==> src/rtl/cpu_pkg.sv <==
// Shared CPU types: ALU function codes and the issue-stage state encoding.
// The function code is two bits wide so that undefined codes can still reach the ALU.
package cpu_pkg;

  typedef enum logic [1:0] {
    ALU_ADD = 2'd0,
    ALU_MUL = 2'd1
  } aluFunc_t;

  typedef enum logic [1:0] {
    IDLE = 2'd0,
    EXEC = 2'd1,
    WB   = 2'd2
  } issue_state_t;

endpackage

==> src/rtl/alu_issue_wb_regfile.sv <==
// regfile: NREGS x DW storage with two operand read ports, one debug read port and one write port.
// Latency: reads are combinational; a write lands on the next rising clk edge.
// Backpressure: none; a write is accepted every cycle that we is high.
module regfile
  import cpu_pkg::*;
#(
  parameter int DW      = 8,
  parameter int NREGS   = 8,
  parameter int R0_ZERO = 1,
  parameter int AW      = $clog2(NREGS)
) (
  input  logic          clk,
  input  logic          rst_n,
  input  logic [AW-1:0] ra_addr,
  output logic [DW-1:0] ra_data,
  input  logic [AW-1:0] rb_addr,
  output logic [DW-1:0] rb_data,
  input  logic [AW-1:0] dbg_addr,
  output logic [DW-1:0] dbg_data,
  input  logic          we,
  input  logic [AW-1:0] waddr,
  input  logic [DW-1:0] wdata
);

  logic [DW-1:0] mem [NREGS];
  logic          r0_hard;

  assign r0_hard = (R0_ZERO != 0);

  always_ff @(posedge clk or negedge rst_n) begin
    if (!rst_n) begin
      for (int i = 0; i < NREGS; i++) mem[i] <= '0;
    end else if (we && !(r0_hard && (waddr == '0))) begin
      mem[waddr] <= wdata;
    end
  end

  // r0 is forced to zero on every read port, so no write ever needs to be undone.
  assign ra_data  = (r0_hard && (ra_addr  == '0)) ? '0 : mem[ra_addr];
  assign rb_data  = (r0_hard && (rb_addr  == '0)) ? '0 : mem[rb_addr];
  assign dbg_data = (r0_hard && (dbg_addr == '0)) ? '0 : mem[dbg_addr];

endmodule

==> src/rtl/alu_issue_wb.sv <==
// alu_issue_wb: issues one decoded instruction to the ALU and writes the result back to rd.
// Latency: accept at E0, result captured at E1, register written at E2; one instruction per 3 cycles.
// Backpressure: instr_ready is high only in IDLE; instr_valid outside IDLE is ignored.
module alu_issue_wb
  import cpu_pkg::*;
#(
  parameter int DW      = 8,
  parameter int NREGS   = 8,
  parameter int R0_ZERO = 1,
  parameter int AW      = $clog2(NREGS)
) (
  input  logic          clk,
  input  logic          rst_n,
  input  logic          instr_valid,
  output logic          instr_ready,
  input  aluFunc_t      instr_func,
  input  logic [AW-1:0] instr_rd,
  input  logic [AW-1:0] instr_rs,
  input  logic [AW-1:0] instr_rt,
  input  logic [DW-1:0] instr_imm,
  input  logic          instr_use_imm,
  output logic [DW-1:0] alu_a,
  output logic [DW-1:0] alu_b,
  output aluFunc_t      alu_func,
  input  logic [DW-1:0] alu_result,
  output logic          wb_valid,
  output logic [AW-1:0] wb_addr,
  output logic [DW-1:0] wb_data,
  input  logic [AW-1:0] dbg_addr,
  output logic [DW-1:0] dbg_data
);

  issue_state_t  state, state_nxt;
  logic [AW-1:0] rd_q;
  logic [DW-1:0] rs_data, rt_data;
  logic          accept;

  regfile #(
    .DW(DW), .NREGS(NREGS), .R0_ZERO(R0_ZERO), .AW(AW)
  ) u_regfile (
    .clk      (clk),
    .rst_n    (rst_n),
    .ra_addr  (instr_rs),
    .ra_data  (rs_data),
    .rb_addr  (instr_rt),
    .rb_data  (rt_data),
    .dbg_addr (dbg_addr),
    .dbg_data (dbg_data),
    .we       (wb_valid),
    .waddr    (wb_addr),
    .wdata    (wb_data)
  );

  assign accept = instr_valid && (state == IDLE);

  always_ff @(posedge clk or negedge rst_n) begin
    if (!rst_n) state <= IDLE;
    else        state <= state_nxt;
  end

  always_comb begin
    state_nxt   = state;
    instr_ready = 1'b0;
    case (state)
      IDLE: begin
        instr_ready = 1'b1;
        if (instr_valid) state_nxt = EXEC;
      end
      EXEC:    state_nxt = WB;
      WB:      state_nxt = IDLE;
      default: state_nxt = IDLE;
    endcase
  end

  // Operands are sampled at accept, so an rs/rt equal to rd sees the old value.
  always_ff @(posedge clk or negedge rst_n) begin
    if (!rst_n) begin
      alu_a    <= '0;
      alu_b    <= '0;
      alu_func <= ALU_ADD;
      rd_q     <= '0;
      wb_valid <= 1'b0;
      wb_addr  <= '0;
      wb_data  <= '0;
    end else begin
      if (accept) begin
        alu_a    <= rs_data;
        alu_b    <= instr_use_imm ? instr_imm : rt_data;
        alu_func <= instr_func;
        rd_q     <= instr_rd;
      end
      wb_valid <= (state == EXEC);
      if (state == EXEC) begin
        wb_data <= alu_result;
        wb_addr <= rd_q;
      end
    end
  end

endmodule
==> config.mk <==
export PLATFORM = sky130hd
export DESIGN_NAME = alu_issue_wb
export DESIGN_NICKNAME = d
export VERILOG_FILES = /design/src/rtl/cpu_pkg.sv /design/src/rtl/alu_issue_wb_regfile.sv /design/src/rtl/alu_issue_wb.sv
export SDC_FILE = /design/constraint.sdc
export NUM_CORES = 1
export LEC_CHECK = 0
export ABC_CLOCK_PERIOD_IN_PS = 3700
export CAP_MARGIN = 5
export CORE_UTILIZATION = 55
export CTS_CLUSTER_DIAMETER = 60
export CTS_CLUSTER_SIZE = 24
export DETAILED_ROUTE_END_ITERATION = 7
export PLACE_DENSITY = 0.81
export SETUP_SLACK_MARGIN = 0.1
export SLEW_MARGIN = 30
export SYNTH_ARGS = -nofsm -noshare
export SYNTH_HDL_FRONTEND = slang
export SYNTH_SLANG_ARGS = --single-unit
export TNS_END_PERCENT = 50
==> constraint.sdc <==
create_clock -name clk -period 3.7 [get_ports clk]
set_input_delay 0.74 -clock clk [delete_from_list [all_inputs] [get_ports clk]]
set_output_delay 0.74 -clock clk [all_outputs]
set_load 0.05 [all_outputs]
==> impl_metrics.json <==
{
  "ir_drop_v": 0.0003552,
  "vias": 3732,
  "synth_edf_count": 0,
  "worstSetupStartpointType": "input port",
  "finalCritPeriodShare": 0.8770,
  "finalPower_uw": 4546,
  "clk_path_buf_depth": 2,
  "maxCapViolations": 0,
  "gp_congestion": 0.8705,
  "crit_top_cell": "buf_12",
  "grt_pass1_wl_microns": 20450,
  "path_cells": "clkdlybuf4s50_1 > buf_12 > nor2b_1 > buf_4 > a221oi_1 > a21oi_1 > buf_12",
  "antenna_found_initial": 0,
  "slew_violations": 0,
  "clk_pin_slew_ns": 0.09,
  "drt.antenna.violating_nets": 0,
  "yosysTopAreaCellShare": 0.4648,
  "fin_skew_ns": 0.008811,
  "status": "complete, no violations",
  "synth_area_leaders": "dfrtp_1 46%, mux2_2 23%, mux4_2 4.6%, mux2i_1 3.5%, nand2_1 2.8%",
  "crit_buf_inv": 4,
  "synth_ff_type": "dfrtp_1",
  "routed_wl_microns": 12830,
  "ys_warn_count": 0,
  "start_util": 0.5646,
  "grt_pass1_vias": 3847,
  "final_nets": 498,
  "syn-num-nets": 430,
  "cp_max_fo": 17,
  "crit_family": "buffers and inverters",
  "rsz0062_at_grt": "no",
  "num_io_pins": 73,
  "synthCells": 396,
  "port_buffers": 72,
  "areaGrowthSynthToFinish_pct": 22.06,
  "cts_sinks": 91,
  "numCtsBuffers": 9,
  "synth_area_per_cell_sq_um": 12.37,
  "cts_htree_levels": 3,
  "first_iter_violations": 324,
  "grt_usage": 0.3020,
  "critPathRequiredTime_ns": 2.96,
  "viasPerCell": 6.468,
  "post-cts-setup-buffers": 0,
  "hp-class": "in -> async",
  "drc_errors": 0,
  "yosysSeqAreaShare": 0.4648,
  "synth_cell_types": 44,
  "synth.ff_latch_count": 91,
  "critPathArrivalTime_ns": 2.50,
  "drive_above_1_share": 0.3241,
  "tightest_slew_ns": 0.9402,
  "cp-end-kind": "output port",
  "die_area_sq_mm": 0.009290,
  "row_count": 34,
  "dp_slack_ns": 0.4886,
  "cellPowerDensity_mw_per_mm2": 760.2,
  "yosys.area.top_type": "dfrtp_1",
  "period_minus_slack_ns": 3.245,
  "cp_slowest_cell": "clkdlybuf4s50_1",
  "synthArstFlopShare": 1.000,
  "finalWorstSetupSlack_ns": 0.4552,
  "max_slew_margin": 0.3698,
  "dpl-instance-area_sq_mm": 0.005792,
  "antenna_cells": 0,
  "hold_buffers": 0,
  "clkLatencyLatePin_ns": 0.36,
  "grt-ovfl-total": 0,
  "syn_area_sq_mm": 0.004900,
  "fin_area_sq_mm": 0.005981,
  "cts_resized": 0,
  "chipHeight_microns": 96.39,
  "worstSetupPathType": "in -> out",
  "p_leak_uw": 0.002563,
  "fmax_mhz": 308.2,
  "setup_violations": 0,
  "finalSetupTns_ns": 0,
  "cts-root-buf": "clkbuf_8",
  "detail_route.wl_per_cell_microns": 22.23,
  "die_w_microns": 96.39,
  "slowest_delay_ns": 0.52,
  "hold_slack_ns": 0.4775,
  "drtPass1Iterations": 5,
  "dp_hpwl_microns": 8568,
  "core_area_sq_mm": 0.008678,
  "cts_tree": "yes",
  "hold_viol": 0,
  "grt_start_max_net_pins": 70
}
## flip-flops by register name, summed over array words and instances (netlist names)
name / cells
alu_a: 8
alu_b: 8
alu_func: 2
rd_q: 3
state: 2
u_regfile.mem: 56
wb_addr: 3
wb_data: 8
wb_valid: 1
## kinds of logic after synthesis
logic type             share of synthesized area
AO/OA/AOI/OAI                             0.1014
buffers and inverters                    0.04443
flip-flops                                0.4648
AND/OR/NAND/NOR                          0.07278
multiplexers                              0.3167
## per-layer routing
metal	global-route usage	up-vias	part of all wire
met5	0	-	0
met4	0.1336	0	0.025
met3	0.06338	30	0.079
met2	0.4693	192	0.48
met1	0.4111	1878	0.42
li1	-	1632	-
## final cells by class
| type | instances | area, sq um |
|---|---|---|
| fillers | 645 | 2698 |
| multi-input cells | 265 | 2405 |
| flip-flops and latches | 91 | 2277 |
| repair buffers | 86 | 928.4 |
| clock buffers | 11 | 151.4 |
| well taps | 108 | 135.1 |
| inverters | 11 | 46.29 |
| clock inverters | 5 | 37.54 |
## placed cells by master, fill, tap and decap left out, types with 3 or more instances in the layout
cell,netlist,routed
mux2_2,98,98
dfrtp_1,91,91
clkdlybuf4s50_1,0,63
nand2_1,37,37
mux2i_1,17,17
a221oi_1,14,14
buf_4,6,13
clkbuf_8,0,11
mux4_2,10,10
inv_1,10,10
a21oi_1,10,10
buf_12,0,10
nand3_1,8,8
nor2_1,7,7
nor2b_1,6,6
o21ai_0,5,5
a22oi_1,4,4
o22ai_1,4,4
o31ai_1,4,4
o311ai_1,4,4
o2111ai_1,4,4
nand4b_1,3,3
clkinv_4,1,3
a211oi_1,3,3
o22a_1,3,3
## Yosys cell counts (5+ instances only)
master	n
mux2_2	98
mux4_2	10
dfrtp_1	91
a221oi_1	14
clkbuf_1	5
nand2_1	37
inv_1	10
a21oi_1	10
nor2b_1	6
nand3_1	8
mux2i_1	17
buf_2	14
buf_4	6
o21ai_0	5
nor2_1	7
## through the flow
step                cells  utilization
CTS                   577       0.6892
detailed placement    561       0.6674
floorplan             396            -
global route          577       0.6892
finish                577       0.6892
global placement      561       0.6674
## report_power, final
group | leakage, uW | internal, uW | switching, uW | total (uW)
sequential | 0.00114 | 1410 | 470 | 1880
clock | 0.0000915 | 282 | 363 | 645
combinational | 0.00134 | 1000 | 1020 | 2020
## worst paths after layout
check / from / to / slack [ns] / cells after the start
worst min register to register: rd_q[0] / rd_q[0] / 0.49 / 2
worst max-delay path: dbg_addr[1] / dbg_data[0] / 0.46 / 7
max in group asynchronous: rst_n / u_regfile.mem[53] / 2.50 / 2
worst max register to register: state[0] / alu_b[7] / 1.77 / 4
min in group clk: rd_q[0] / rd_q[0] / 0.49 / 2
worst min-delay path: rst_n / rd_q[0] / 0.48 / 1
(Power assumes the default switching activity.)
